===== src/rtl/multicycle_control_unit.sv =====
// Multi-cycle RV32I control FSM: latches the instruction and sequences datapath strobes per state.
// Optional retired-instruction counter enabled by defining CU_PERF_CNT_EN.
module multicycle_control_unit #(
  parameter int MEM_WAIT_CYCLES = 0,
  parameter int ALU_CTRL_W      = 4,
  parameter int CNT_W           = 32
) (
  input  logic                  clk,
  input  logic                  reset,
  input  logic [31:0]           instrCode,
  input  logic                  branchTaken,
  output logic                  pcEn,
  output logic [1:0]            pcMuxSel,
  output logic                  regFileWe,
  output logic [ALU_CTRL_W-1:0] aluControl,
  output logic                  aluSrcMuxSel,
  output logic [2:0]            RFWDSrcMuxSel,
  output logic                  busWe,
  output logic                  busRe,
  output logic                  illegalInstr
`ifdef CU_PERF_CNT_EN
  ,
  output logic [CNT_W-1:0]      instRetired
`endif
);

  localparam int WAIT_W = (MEM_WAIT_CYCLES > 0) ? $clog2(MEM_WAIT_CYCLES + 1) : 1;
  localparam logic [WAIT_W-1:0] WAIT_LAST = WAIT_W'(MEM_WAIT_CYCLES);

  localparam logic [6:0] OP_R     = 7'b0110011;
  localparam logic [6:0] OP_I     = 7'b0010011;
  localparam logic [6:0] OP_L     = 7'b0000011;
  localparam logic [6:0] OP_S     = 7'b0100011;
  localparam logic [6:0] OP_B     = 7'b1100011;
  localparam logic [6:0] OP_LUI   = 7'b0110111;
  localparam logic [6:0] OP_AUIPC = 7'b0010111;
  localparam logic [6:0] OP_JAL   = 7'b1101111;
  localparam logic [6:0] OP_JALR  = 7'b1100111;

  typedef enum logic [3:0] {
    FETCH, DECODE, R_EXE, I_EXE, L_EXE, L_MEM, L_WB,
    S_EXE, S_MEM, B_EXE, LU_EXE, AU_EXE, J_EXE, JL_EXE
  } state_t;

  state_t            state_q, state_d;
  logic [31:0]       ir_q, ir_d;
  logic [WAIT_W-1:0] wait_q, wait_d;

  logic       pc_en_q, pc_en_d;
  logic [1:0] pc_mux_q, pc_mux_d;
  logic       rf_we_q, rf_we_d;
  logic [3:0] alu_q, alu_d;
  logic       alu_src_q, alu_src_d;
  logic [2:0] rfwd_q, rfwd_d;
  logic       bus_we_q, bus_we_d;
  logic       bus_re_q, bus_re_d;
  logic       illegal_q, illegal_d;
  logic       op_known;

  always_comb begin
    state_d = state_q;
    ir_d    = ir_q;
    wait_d  = wait_q;
    case (state_q)
      FETCH: begin
        ir_d    = instrCode;
        state_d = DECODE;
      end
      DECODE: begin
        case (ir_q[6:0])
          OP_R:     state_d = R_EXE;
          OP_I:     state_d = I_EXE;
          OP_L:     state_d = L_EXE;
          OP_S:     state_d = S_EXE;
          OP_B:     state_d = B_EXE;
          OP_LUI:   state_d = LU_EXE;
          OP_AUIPC: state_d = AU_EXE;
          OP_JAL:   state_d = J_EXE;
          OP_JALR:  state_d = JL_EXE;
          default:  state_d = FETCH;
        endcase
      end
      L_EXE: begin
        state_d = L_MEM;
        wait_d  = '0;
      end
      L_MEM: begin
        if (wait_q == WAIT_LAST) state_d = L_WB;
        else                     wait_d  = wait_q + WAIT_W'(1);
      end
      S_EXE: begin
        state_d = S_MEM;
        wait_d  = '0;
      end
      S_MEM: begin
        if (wait_q == WAIT_LAST) state_d = FETCH;
        else                     wait_d  = wait_q + WAIT_W'(1);
      end
      default: state_d = FETCH;
    endcase
  end

  // Outputs are registered: decode the state being entered so they line up with state_q.
  always_comb begin
    pc_en_d   = 1'b0;
    pc_mux_d  = 2'd0;
    rf_we_d   = 1'b0;
    alu_d     = 4'b0000;
    alu_src_d = 1'b0;
    rfwd_d    = 3'd0;
    bus_we_d  = 1'b0;
    bus_re_d  = 1'b0;
    illegal_d = 1'b0;
    case (ir_d[6:0])
      OP_R, OP_I, OP_L, OP_S, OP_B, OP_LUI, OP_AUIPC, OP_JAL, OP_JALR: op_known = 1'b1;
      default: op_known = 1'b0;
    endcase
    case (state_d)
      DECODE: begin
        if (!op_known) begin
          illegal_d = 1'b1;
          pc_en_d   = 1'b1;
        end
      end
      R_EXE: begin
        alu_d   = {ir_d[30], ir_d[14:12]};
        rf_we_d = 1'b1;
        pc_en_d = 1'b1;
      end
      I_EXE: begin
        alu_d     = (ir_d[14:12] == 3'b101) ? {ir_d[30], ir_d[14:12]} : {1'b0, ir_d[14:12]};
        alu_src_d = 1'b1;
        rf_we_d   = 1'b1;
        pc_en_d   = 1'b1;
      end
      L_EXE, S_EXE: alu_src_d = 1'b1;
      L_MEM:        bus_re_d  = 1'b1;
      L_WB: begin
        rf_we_d = 1'b1;
        rfwd_d  = 3'd1;
        pc_en_d = 1'b1;
      end
      S_MEM: begin
        bus_we_d = 1'b1;
        pc_en_d  = (wait_d == WAIT_LAST);
      end
      B_EXE: begin
        alu_d   = {1'b0, ir_d[14:12]};
        pc_en_d = 1'b1;
      end
      LU_EXE: begin
        rf_we_d = 1'b1;
        rfwd_d  = 3'd2;
        pc_en_d = 1'b1;
      end
      AU_EXE: begin
        rf_we_d = 1'b1;
        rfwd_d  = 3'd3;
        pc_en_d = 1'b1;
      end
      J_EXE: begin
        rf_we_d  = 1'b1;
        rfwd_d   = 3'd4;
        pc_mux_d = 2'd1;
        pc_en_d  = 1'b1;
      end
      JL_EXE: begin
        alu_src_d = 1'b1;
        rf_we_d   = 1'b1;
        rfwd_d    = 3'd4;
        pc_mux_d  = 2'd2;
        pc_en_d   = 1'b1;
      end
      default: ;
    endcase
  end

`ifdef CU_PERF_CNT_EN
  logic [CNT_W-1:0] ret_q;
`endif

  always_ff @(posedge clk or posedge reset) begin
    if (reset) begin
      state_q   <= FETCH;
      ir_q      <= '0;
      wait_q    <= '0;
      pc_en_q   <= 1'b0;
      pc_mux_q  <= 2'd0;
      rf_we_q   <= 1'b0;
      alu_q     <= 4'b0000;
      alu_src_q <= 1'b0;
      rfwd_q    <= 3'd0;
      bus_we_q  <= 1'b0;
      bus_re_q  <= 1'b0;
      illegal_q <= 1'b0;
`ifdef CU_PERF_CNT_EN
      ret_q     <= '0;
`endif
    end else begin
      state_q   <= state_d;
      ir_q      <= ir_d;
      wait_q    <= wait_d;
      pc_en_q   <= pc_en_d;
      pc_mux_q  <= pc_mux_d;
      rf_we_q   <= rf_we_d;
      alu_q     <= alu_d;
      alu_src_q <= alu_src_d;
      rfwd_q    <= rfwd_d;
      bus_we_q  <= bus_we_d;
      bus_re_q  <= bus_re_d;
      illegal_q <= illegal_d;
`ifdef CU_PERF_CNT_EN
      if (pc_en_q && !illegal_q) ret_q <= ret_q + CNT_W'(1);
`endif
    end
  end

  // branchTaken arrives from the datapath during B_EXE itself, so it bypasses the register.
  assign pcMuxSel      = (state_q == B_EXE) ? {1'b0, branchTaken} : pc_mux_q;
  assign pcEn          = pc_en_q;
  assign regFileWe     = rf_we_q;
  assign aluControl    = ALU_CTRL_W'(alu_q);
  assign aluSrcMuxSel  = alu_src_q;
  assign RFWDSrcMuxSel = rfwd_q;
  assign busWe         = bus_we_q;
  assign busRe         = bus_re_q;
  assign illegalInstr  = illegal_q;

`ifdef CU_PERF_CNT_EN
  assign instRetired = ret_q;
  logic unused_ir_bits;
  assign unused_ir_bits = ^{ir_q[31], ir_q[29:15], ir_q[11:7]};
`else
  logic unused_ir_bits;
  assign unused_ir_bits = ^{ir_q[31], ir_q[29:15], ir_q[11:7], (CNT_W > 0)};
`endif

endmodule


===== config.mk =====
export PLATFORM = sky130hd
export DESIGN_NAME = multicycle_control_unit
export DESIGN_NICKNAME = d
export VERILOG_FILES = /design/src/rtl/multicycle_control_unit.sv
export SDC_FILE = /design/constraint.sdc
export NUM_CORES = 1
export LEC_CHECK = 0
export BUFFER_PORTS_ARGS = -buffer_cell sky130_fd_sc_hd__buf_2
export CAP_MARGIN = 20
export CORE_MARGIN = 1.5
export CORE_UTILIZATION = 45
export DETAILED_ROUTE_END_ITERATION = 6
export PLACE_DENSITY_LB_ADDON = 0.12
export SYNTH_ARGS = -nofsm -noshare
export SYNTH_HDL_FRONTEND = slang
export SYNTH_SLANG_ARGS = --single-unit

===== constraint.sdc =====
create_clock -name clk -period 5.83 [get_ports clk]
set_clock_uncertainty 0.05 [all_clocks]
set_input_delay 0.8745 -clock clk [delete_from_list [all_inputs] [get_ports clk]]
set_output_delay 0.8745 -clock clk [all_outputs]
set_load 0.02 [all_outputs]

==> tab_implementation.tex, run 1 <==
\begin{tabular}{lr}
\hline
Metric & Value \\
\hline
\multicolumn{2}{l}{\textbf{Run status}} \\
Outcome & completed \\
\multicolumn{2}{l}{\textbf{Layout}} \\
Core utilization of the finished layout & between 50 and 60\% \\
Diodes inserted & 0 \\
Share of layout cells above drive strength 1 & a little under two fifths \\
Most frequent cells in the layout & sky130\_fd\_sc\_hd\_\_dfrtp\_1, sky130\_fd\_sc\_hd\_\_buf\_2, sky130\_fd\_sc\_hd\_\_mux2\_2, sky130\_fd\_sc\_hd\_\_nand2\_1, sky130\_fd\_sc\_hd\_\_nor2b\_1 \\
Final \#Nets & roughly 190 \\
Post-layout instance area & 1739 µm² \\
Area of combinational cells with multiple inputs & about 650 µm² \\
Count of placed standard cells in the final layout, fillers left out & 201 \\
Filler cell count in the final layout & roughly 290 \\
Area taken by flip-flops and latches & 775.7 µm² \\
Commonest non-fill, non-tap cell in the layout & sky130\_fd\_sc\_hd\_\_dfrtp\_1 \\
Area grow syn2layout & 18.60\% \\
\multicolumn{2}{l}{\textbf{Power}} \\
Worst VDD drop & 0.2617 mV \\
Leakage power summed over all cells & just under 0.9 nW \\
Total power density per cell area & slightly above 500 nW/µm² \\
Overall power after layout & between 0.8 and 0.9 mW \\
\multicolumn{2}{l}{\textbf{Min path}} \\
Worst min path class & flop to flop \\
Beginning of the worst hold path & ir\_q[30] \\
\multicolumn{2}{l}{\textbf{Die}} \\
Count of boundary I/O pins & 50 \\
Vertical extent of the die & 60.09 µm \\
Die Area & about 3600 µm² \\
Die outline width & between 60 and 70 µm \\
Initial core utilization & a little under half \\
Number of core rows & 20 \\
Core area & between 3000 and 4000 µm² \\
\multicolumn{2}{l}{\textbf{GRT}} \\
Total GRT Usage & between 10\% and 20\% \\
Routing layer with the top usage in global route & met1 \\
Grt ovf & 0 \\
Met3 Track Usage GR & under 10\% \\
First-pass GRT wire length & $\sim$4300 µm \\
Number of antenna violations at the first check in global routing & 0 \\
Met2 Use GR & about 22\% \\
Maximum number of pins on one net before global-route repair & 19 \\
GR met1 Demand/Resource & 22.13\% \\
Vias in the first global route & 920 \\
\multicolumn{2}{l}{\textbf{Logic synthesis}} \\
Synthesized Nets & 159 \\
Area share of fa/ha/maj cells after synthesis & 0\% \\
Mean Syn Cell Area & between 10 and 15 µm² \\
Most used flip-flop cell after synthesis & sky130\_fd\_sc\_hd\_\_dfrtp\_1 \\
Gate count of the mapped netlist & between 100 and 150 \\
\#FFs+latches synth & 31 \\
Yosys synthesis warning count & 0 \\
Synth Area in Compound Gates & 15.19\% \\
Top post-synthesis cells by area & sky130\_fd\_sc\_hd\_\_dfrtp\_1, sky130\_fd\_sc\_hd\_\_mux2\_2, sky130\_fd\_sc\_hd\_\_nor2b\_1 \\
Post-synthesis cell type with the largest combined area & sky130\_fd\_sc\_hd\_\_dfrtp\_1 \\
Yosys top cell area share & a little over half \\
Netlist area before placement & approximately 1500 µm² \\
Synthesized-area fraction occupied by and/or/nand/nor cells & between 10\% and 20\% \\
Number of enable flip-flop cells after synthesis & 0 \\
Fraction of registers with async set or reset after synthesis & 100.0\% \\
Xor-xnor portion of the synthesized cell area & 0\% \\
Portion of the post-synthesis area used by sequential elements & 52.90\% \\
Proportion of synthesized area in mux cells & around 9\% \\
Number of distinct standard cells referenced by the synthesized netlist & 39 \\
Dominant combinational cell family by area after synthesis & simple AND/OR/NAND/NOR gates \\
\multicolumn{2}{l}{\textbf{Timing}} \\
Setup repair after global routing missed its margin & no \\
Crit share post-route & approximately 48\% \\
Min Clock Period, post-route & roughly 2.8 ns \\
Worst max-slew margin expressed relative to the limit & a little under 60\% \\
Maximum frequency from static timing analysis & about 360 MHz \\
Number of max-slew violations in the final report & 0 \\
Final setup viols & 0 \\
Sum of negative setup slack & 0 ns \\
Worst slew pin tran & roughly 0.61 ns \\
Final Hold Vio Count & 0 \\
\multicolumn{2}{l}{\textbf{Detailed routing}} \\
Routed wire length & 2538 µm \\
Number of DRC violations after detailed-routing iteration 0 & 43 \\
Via density per instance & between 5 and 6 \\
Drt drc & 0 \\
Detailed Routing Iterations Pass 1 & 4 \\
Antenna-violating nets left & 0 \\
Total via count after detailed routing & around 1000 \\
DR WL/cell & 12.63 µm \\
\multicolumn{2}{l}{\textbf{Clock tree}} \\
Number of cells upsized or downsized after cts & 0 \\
Number of sinks on the clock net & 31 \\
Inserted Clock Buffers & 5 \\
Cell at the root of the clock tree & sky130\_fd\_sc\_hd\_\_clkbuf\_4 \\
Clock-pin slew of the registers on the worst-case setup and hold paths & roughly 0.09 ns \\
Setup Fix Bufs, Post-CTS & 0 \\
Hold Buf Count CTS & 0 \\
Worst skew pair latency & around 0.33 ns \\
Clock tree from TritonCTS & built \\
H-tree depth & 2 \\
Clock Path Buffers & 2 \\
\multicolumn{2}{l}{\textbf{Critical path}} \\
Cell at the slowest stage of the critical path & sky130\_fd\_sc\_hd\_\_dfrtp\_1 \\
Critical Path Source & state\_q[1] \\
Cell-by-cell listing of the critical path & nor4b\_1 -> mux2\_2 -> buf\_2 \\
Crit path required time & about 4.9 ns \\
CP Launch Type & flop \\
Endpoint kind of the worst setup timing path & output port \\
Crit Reg-Reg Startpoint & state\_q[3] \\
Crit path buffers/inverters & 1 \\
CP Max Fanout & 10 \\
Longest individual stage delay on the worst path & about 0.51 ns \\
WS Path Type & flop to output port \\
Arrival time at the worst endpoint & 1.85 ns \\
Top cell family by delay on the critical path & flip-flops \\
\multicolumn{2}{l}{\textbf{Flow run}} \\
Max\_cap viols & 0 \\
\multicolumn{2}{l}{\textbf{Place}} \\
Number of cells after detailed placement & 193 \\
Count of port buffers added during placement & 28 \\
Routability congestion estimate & $\sim$0.8 \\
Half-perimeter wire length after placement & 1862 µm \\
Post-Place Cell Area & 1672 µm² \\
\hline
\end{tabular}
==> through the flow <==
| stage | hold slack, ns | setup WS (ns) |
|---|---|---|
| global placement | 0.4296 | 3.417 |
| global route | 0.4942 | 2.912 |
| floorplan | 0.4165 | 3.570 |
| detailed placement | 0.4459 | 3.397 |
| CTS | 0.4674 | 3.015 |
| finish | 0.4616 | 3.055 |
==> area by class of cell <==
class	instances	share of cell area, %
sequential	31	44.60
multi-input combinational	82	37.19
timing repair buffer	30	10.29
tap	44	3.165
clock inverter	1	0.2878
inverter	7	1.511
clock buffer	6	2.950
==> cells by family (layout without fill, tap and decap cells) <==
family,after synthesis,after routing
AOI/OAI and AO/OA,24,24
and+or+nand+nor,46,46
muxes,12,12
buffers and inverters,11,44
DFF,31,31
==> layer usage <==
metal	up-vias	wire, µm
li1	505	-
met1	466	1226
met2	33	1100
met3	6	164
met4	0	46
met5	-	0
==> power by group <==
group / total, mW / internal [mW] / switching, mW / leakage, nW
Sequential: 0.358 / 0.289 / 0.0689 / 0.400
Combinational: 0.404 / 0.190 / 0.213 / 0.449
Clock: 0.124 / 0.0558 / 0.0687 / 0.0341
Total: 0.886 / 0.535 / 0.351 / 0.883
==> worst paths after layout <==
kind,to,slack (ns),depth (start not counted)
max,pcMuxSel[0],3.06,3
min,ir_q[30],0.46,1
max reg2reg,aluControl[0],3.41,6
min reg2reg,ir_q[30],0.46,1
max in group asynchronous,RFWDSrcMuxSel[0],4.67,3
min in group asynchronous,aluControl[2],0.55,2
==> registers in the layout, indices dropped and copies added (netlist names) <==
signal / flops
aluControl: 4
pc_mux_q: 2
regFileWe: 1
wait_q: 1
ir_q: 11
state_q: 4
busWe: 1
busRe: 1
RFWDSrcMuxSel: 3
aluSrcMuxSel: 1
illegalInstr: 1
pcEn: 1
==> cell usage after synthesis, drive strengths merged (4+ instances only) <==
cell type,count
dfrtp,31
mux2,10
nand2,10
nor2b,9
inv,7
nand2b,5
o21ai,5
a21oi,4
a31oi,4
nor3,4
No activity file was read; power rests on OpenSTA's default activity.
==> run 2: changes to the inputs <==
Settings changed: CORE_UTILIZATION 45 to 44.
Clock period 5.83 ns to 2.3 ns, I/O delays scaled along.
==> run 2 against run 1 <==
Against the previous run:
- core utilization grew 0.92 points
- first-iteration DRC count shrank 60%
- combinational power grew to 2.8 times the previous value
- non-clock buffer count grew 8
- via count grew 5.1%
- sequential power grew 140%
- total power grew to 2.6 times the previous value
- die area grew 2.2%
- worst hold slack lost 0.45 ns
- critical path type unchanged
- cell area grew 2.4%
- highest routed layer unchanged
==> tab_implementation.tex, run 2 (same netlist as run 1, synthesis figures left out) <==
\begin{tabular}{lr}
\hline
Metric & Value \\
\hline
\multicolumn{2}{l}{\textbf{Detailed routing}} \\
Met2 routed WL & about 1300 µm \\
Detailed Routing Iterations Pass 1 & 4 \\
Length of routed wiring on met1 & 1252 µm \\
Number of DRC violations after detailed-routing iteration 0 & 17 \\
Wire length on met3 & approximately 140 µm \\
Top layer used by detailed routing & met4 \\
Via density per instance & 5.081 \\
DR WL/cell & $\sim$13 µm \\
Antenna-violating nets left & 0 \\
Routed wire length & approximately 2700 µm \\
Total via count after detailed routing & between 1000 and 1500 \\
Drt drc & 0 \\
\multicolumn{2}{l}{\textbf{Critical path}} \\
Crit path buffers/inverters & 2 \\
Crit Reg-Reg Startpoint & state\_q[3] \\
R2r setup slk & $\sim$0.17 ns \\
CP Max Fanout & 9 \\
Cell-by-cell listing of the critical path & buf\_4 -> nor4b\_2 -> mux2\_2 -> buf\_2 \\
CP Launch Type & flop \\
Arrival time at the worst endpoint & 1.74 ns \\
Top cell family by delay on the critical path & flip-flops \\
Reg2reg path depth & 7 \\
Number of stages on the worst setup path & 4 \\
Longest individual stage delay on the worst path & $\sim$0.39 ns \\
Critical path destination & pcMuxSel[0] \\
Cell at the slowest stage of the critical path & sky130\_fd\_sc\_hd\_\_dfrtp\_1 \\
Capturing point of the worst reg2reg path & aluControl[1] \\
WS Path Type & flop to output port \\
Endpoint kind of the worst setup timing path & output port \\
Crit path required time & about 1.9 ns \\
Critical Path Source & state\_q[1] \\
\multicolumn{2}{l}{\textbf{Die}} \\
Number of core rows & 20 \\
Core area & a little over 3000 µm² \\
Die Area & 3688 µm² \\
Initial core utilization & a little under half \\
Die outline width & 60.73 µm \\
Vertical extent of the die & a little over 60 µm \\
Count of boundary I/O pins & 50 \\
\multicolumn{2}{l}{\textbf{Power}} \\
Overall power after layout & 2.334 mW \\
Total power density per cell area & $\sim$1300 nW/µm² \\
Leakage power summed over all cells & around 0.91 nW \\
Worst VDD drop & between 0.5 and 0.6 mV \\
\multicolumn{2}{l}{\textbf{Timing}} \\
Final Hold Vio Count & 0 \\
Number of max-slew violations in the final report & 0 \\
Final setup viols & 0 \\
Crit share post-route & $\sim$93\% \\
Min Clock Period, post-route & between 2 and 2.5 ns \\
Maximum frequency from static timing analysis & 468.3 MHz \\
Setup repair after global routing missed its margin & no \\
Worst slew pin tran & 0.4129 ns \\
Worst max-slew margin expressed relative to the limit & between 70\% and 80\% \\
Sum of negative setup slack & 0 ns \\
\multicolumn{2}{l}{\textbf{Layout}} \\
Final \#Nets & 200 \\
Most frequent cells in the layout & sky130\_fd\_sc\_hd\_\_dfrtp\_1, sky130\_fd\_sc\_hd\_\_buf\_2, sky130\_fd\_sc\_hd\_\_mux2\_2, sky130\_fd\_sc\_hd\_\_nand2\_1, sky130\_fd\_sc\_hd\_\_buf\_4 \\
Register bank with the most flops & ir\_q \\
Filler cell count in the final layout & approximately 300 \\
Commonest non-fill, non-tap cell in the layout & sky130\_fd\_sc\_hd\_\_dfrtp\_1 \\
Number of flip-flops under the largest register name & 11 \\
Diodes inserted & 0 \\
Share of layout cells above drive strength 1 & $\sim$40\% \\
Area grow syn2layout & 21.50\% \\
Post-layout instance area & around 1800 µm² \\
\multicolumn{2}{l}{\textbf{Clock tree}} \\
H-tree depth & 2 \\
Hold Buf Count CTS & 0 \\
Cell at the root of the clock tree & sky130\_fd\_sc\_hd\_\_clkbuf\_4 \\
Clock-pin slew of the registers on the worst-case setup and hold paths & about 0.09 ns \\
Setup Fix Bufs, Post-CTS & 0 \\
Clock Path Buffers & 2 \\
Worst skew pair latency & about 0.33 ns \\
Inserted Clock Buffers & 5 \\
Clock tree from TritonCTS & built \\
Number of sinks on the clock net & 31 \\
\multicolumn{2}{l}{\textbf{Place}} \\
Post-Place Cell Area & about 1700 µm² \\
Count of port buffers added during placement & 28 \\
Half-perimeter wire length after placement & about 2000 µm \\
Routability congestion estimate & $\sim$0.75 \\
\multicolumn{2}{l}{\textbf{GRT}} \\
Maximum number of pins on one net before global-route repair & 32 \\
Total GRT Usage & roughly 18\% \\
Grt ovf & 0 \\
First-pass GRT wire length & around 4600 µm \\
Vias in the first global route & roughly 1000 \\
Number of antenna violations at the first check in global routing & 0 \\
\multicolumn{2}{l}{\textbf{Flow run}} \\
Max\_cap viols & 0 \\
\multicolumn{2}{l}{\textbf{Run status}} \\
Outcome & completed \\
\multicolumn{2}{l}{\textbf{Min path}} \\
Worst min path class & primary input to async pin \\
\hline
\end{tabular}
[run 2: changes by cell type in the layout (fill, tap and decap cells not counted)]
cell,previous run,this run
sky130_fd_sc_hd__buf_4,0,10
sky130_fd_sc_hd__buf_16,1,0
sky130_fd_sc_hd__buf_6,1,0
sky130_fd_sc_hd__nor4b_1,2,1
sky130_fd_sc_hd__nor4b_2,0,1
[run 2: power breakdown]
part | leakage [nW] | switching [mW] | internal (mW)
clock network | 0.0341 | 0.175 | 0.141
registers | 0.400 | 0.142 | 0.732
logic | 0.479 | 0.600 | 0.544
total | 0.913 | 0.917 | 1.42
[run 2: layout make-up]
cell class | instances | area [µm²] | share of cell area (%)
repair buffers | 38 | 215.2 | 12.08
well taps | 44 | 55.05 | 3.090
clock inverters | 1 | 5.005 | 0.2809
multi-input cells | 82 | 653.1 | 36.66
flip-flops and latches | 31 | 775.7 | 43.54
inverters | 7 | 26.28 | 1.475
clock buffers | 6 | 51.30 | 2.879
[run 2: what timing repair did]
action / 4_1_cts / 5_1_grt
setup endpoints to repair: 1 / 6
resized for setup: 1 / 0
pin swaps: 0 / 2
[run 2: worst min-delay path by stage]
stage / start / end / slack (ns)
5_1_grt: reset / aluControl[1] / 0.05
3_3_place_gp: reset / aluControl[1] / 0.39
3_5_place_dp: reset / ir_q[14] / 0.40
2_1_floorplan: reset / RFWDSrcMuxSel[0] / 0.40
6_report: reset / ir_q[14] / 0.01
4_1_cts: reset / ir_q[14] / 0.03
[run 2: per-stage QoR]
stage          hold slack (ns)  util (%)  setup WS [ns]  std cells
2_1_floorplan           0.3985         -        0.09843        124
3_3_place_gp            0.3865     55.40        0.05164        202
3_5_place_dp            0.4000     55.40        0.05762        202
4_1_cts                0.02634     57.42        0.01454        209
5_1_grt                0.05485     57.42        0.02115        209
6_report               0.01399     57.42         0.1648        209
[run 2: tightest hold or removal path, delay by kind of cell]
family,cells,cell delay (ns)
buffers and inverters,3,0.48
[run 2: per-layer routing]
layer  global-route usage [%]  vias to the layer above
met1                    23.50                      504
met5                        0                        -
met3                    5.757                        6
met4                    7.453                        0
li1                         -                      523
met2                    26.27                       29
==> run 3: changes to the inputs <==
Settings changed: CORE_UTILIZATION 44 to 45.
Clock period 2.3 ns to 2.1 ns, I/O delays scaled along.
==> run 3 against run 2 <==
Against the previous run:
- critical path depth rose by 3
- clock power is 14% higher
- die area decreased by 2.1%
- register-to-register slack worse by 0.16 ns
- count of clock-buffer cells in the layout unchanged
- final cell count is 3.8% higher
- global-route usage grew 1.1 points
- worst hold slack improved by 0.15 ns
- sequential share of layout area down 2.7 points
- cell area up 6.7%
- non-clock buffer count rose by 8
- largest cell class unchanged
- largest power group unchanged
- highest routed layer unchanged
==> tab_implementation.tex, run 3 (same netlist as run 1, synthesis figures left out) <==
\begin{tabular}{lr}
\hline
Metric & Value \\
\hline
\multicolumn{2}{l}{\textbf{GRT}} \\
GR met1 Demand/Resource & between 20\% and 30\% \\
Maximum number of pins on one net before global-route repair & 32 \\
Vias in the first global route & around 1000 \\
Met3 Track Usage GR & 4.545\% \\
Total GRT Usage & between 10\% and 20\% \\
First-pass GRT wire length & about 4700 µm \\
Met2 Use GR & between 20\% and 30\% \\
Number of antenna violations at the first check in global routing & 0 \\
Grt ovf & 0 \\
Routing layer with the top usage in global route & met2 \\
\multicolumn{2}{l}{\textbf{Critical path}} \\
Arrival time at the worst endpoint & 2.32 ns \\
WS Path Type & flop to flop \\
Endpoint kind of the worst setup timing path & flop \\
Crit path required time & approximately 2.3 ns \\
CP Max Fanout & 5 \\
CP Launch Type & flop \\
\multicolumn{2}{l}{\textbf{Die}} \\
Vertical extent of the die & between 60 and 70 µm \\
Die Area & 3610 µm² \\
Number of core rows & 20 \\
Count of boundary I/O pins & 50 \\
Die outline width & between 60 and 70 µm \\
Core area & between 3000 and 4000 µm² \\
Initial core utilization & between 40\% and 50\% \\
\multicolumn{2}{l}{\textbf{Place}} \\
Count of port buffers added during placement & 28 \\
Setup Slack @ Placement & -0.02603 ns \\
Half-perimeter wire length after placement & 2016 µm \\
Routability congestion estimate & between 0.7 and 0.8 \\
\multicolumn{2}{l}{\textbf{Detailed routing}} \\
Detailed Routing Iterations Pass 1 & 4 \\
Routed wire length & around 2900 µm \\
Drt drc & 0 \\
DR WL/cell & roughly 14 µm \\
Via density per instance & between 4 and 5 \\
Number of DRC violations after detailed-routing iteration 0 & 39 \\
Total via count after detailed routing & approximately 1100 \\
Antenna-violating nets left & 0 \\
\multicolumn{2}{l}{\textbf{Min path}} \\
Worst min path class & primary input to flop \\
\multicolumn{2}{l}{\textbf{Power}} \\
Overall power after layout & between 2 and 3 mW \\
Worst VDD drop & 0.6372 mV \\
Leakage power summed over all cells & 0.9616 nW \\
Total power density per cell area & between 1000 and 1500 nW/µm² \\
\multicolumn{2}{l}{\textbf{Layout}} \\
Diodes inserted & 0 \\
Share of layout cells above drive strength 1 & between 40\% and 50\% \\
Register bank with the most flops & ir\_q \\
Area grow syn2layout & 29.69\% \\
Commonest non-fill, non-tap cell in the layout & sky130\_fd\_sc\_hd\_\_dfrtp\_1 \\
Number of flip-flops under the largest register name & 11 \\
Most frequent cells in the layout & sky130\_fd\_sc\_hd\_\_dfrtp\_1, sky130\_fd\_sc\_hd\_\_buf\_2, sky130\_fd\_sc\_hd\_\_buf\_4 \\
Final \#Nets & between 200 and 250 \\
Core utilization of the finished layout & 61.79\% \\
\multicolumn{2}{l}{\textbf{Timing}} \\
Final Hold Vio Count & 0 \\
Worst slew pin tran & between 0.3 and 0.4 ns \\
Maximum frequency from static timing analysis & 478.6 MHz \\
Number of max-slew violations in the final report & 0 \\
Crit share post-route & a little under 100\% \\
Worst max-slew margin expressed relative to the limit & about 76\% \\
Final setup viols & 0 \\
Setup repair after global routing missed its margin & yes \\
Final worst setup slack & $\sim$0.011 ns \\
Min Clock Period, post-route & 2.089 ns \\
\multicolumn{2}{l}{\textbf{Clock tree}} \\
Clock tree from TritonCTS & built \\
Clock Path Buffers & 2 \\
Clock-pin slew of the registers on the worst-case setup and hold paths & roughly 0.10 ns \\
Number of sinks on the clock net & 31 \\
Cell at the root of the clock tree & sky130\_fd\_sc\_hd\_\_clkbuf\_4 \\
H-tree depth & 2 \\
Worst skew pair latency & 0.34 ns \\
Inserted Clock Buffers & 5 \\
\multicolumn{2}{l}{\textbf{Flow run}} \\
Max\_cap viols & 0 \\
\multicolumn{2}{l}{\textbf{Run status}} \\
Outcome & completed \\
\hline
\end{tabular}
run 3: area by class of cell:
type	count	area [µm²]
timing repair buffer	46	300.3
clock buffer	6	51.30
fill	273	1176
tap	44	55.05
clock inverter	1	5.005
inverter	7	26.28
sequential	31	775.7
multi-input combinational	82	688.2
run 3: path summary, 6_finish.rpt:
kind	start	to	cells after the start	slack, ns
worst max-delay path	state_q[2]	aluControl[1]	7	0.01
worst min-delay path	instrCode[30]	ir_q[30]	2	0.16
worst max register to register	state_q[2]	aluControl[1]	7	0.01
worst min register to register	ir_q[30]	ir_q[30]	1	0.45
max in group asynchronous	reset	RFWDSrcMuxSel[1]	4	1.19
min in group asynchronous	reset	ir_q[14]	4	0.52
run 3: worst max-delay path, cell delays in order, from the launching register on:
cell and delay, ns:
sky130_fd_sc_hd__dfrtp_1 0.38, sky130_fd_sc_hd__or2_1 0.25, sky130_fd_sc_hd__or4_4 0.50, sky130_fd_sc_hd__o41ai_4 0.28, sky130_fd_sc_hd__buf_4 0.21, sky130_fd_sc_hd__and2b_2 0.18
sky130_fd_sc_hd__o21ai_2 0.08, sky130_fd_sc_hd__nor2b_1 0.11
run 3: power breakdown:
group	internal [mW]	switching, mW
clock	0.155	0.204
sequential	0.801	0.157
combinational	0.727	0.721
total	1.68	1.08
run 3: per-stage QoR:
| stage | instance area (µm²) | cells | TNS, ns | hold slack, ns |
|---|---|---|---|---|
| after global placement | 1753 | 204 | 0 | 0.3552 |
| final | 1902 | 217 | 0 | 0.1630 |
| after CTS | 1849 | 213 | -0.003716 | 0.1537 |
| after detailed placement | 1753 | 204 | -0.02715 | 0.3629 |
| after global routing | 1902 | 217 | -0.4472 | 0.1565 |
| after floorplan | 1474 | 124 | -0.06099 | 0.3685 |
run 3: per-layer routing:
metal	vias to the layer above	part of all wire [%]	wire length, µm
li1	537	-	-
met5	-	0	0
met2	24	48	1417
met1	514	46	1343
met4	0	2.6	75
met3	7	3.3	96
run 3: repair_timing:
item | CTS | global route
setup buffers | 1 | 4
pin swaps | 0 | 1
hold buffers | 1 | 0
endpoints found under the hold margin | 31 | 0
resized for setup | 4 | 5
endpoints found under the setup margin | 6 | 8
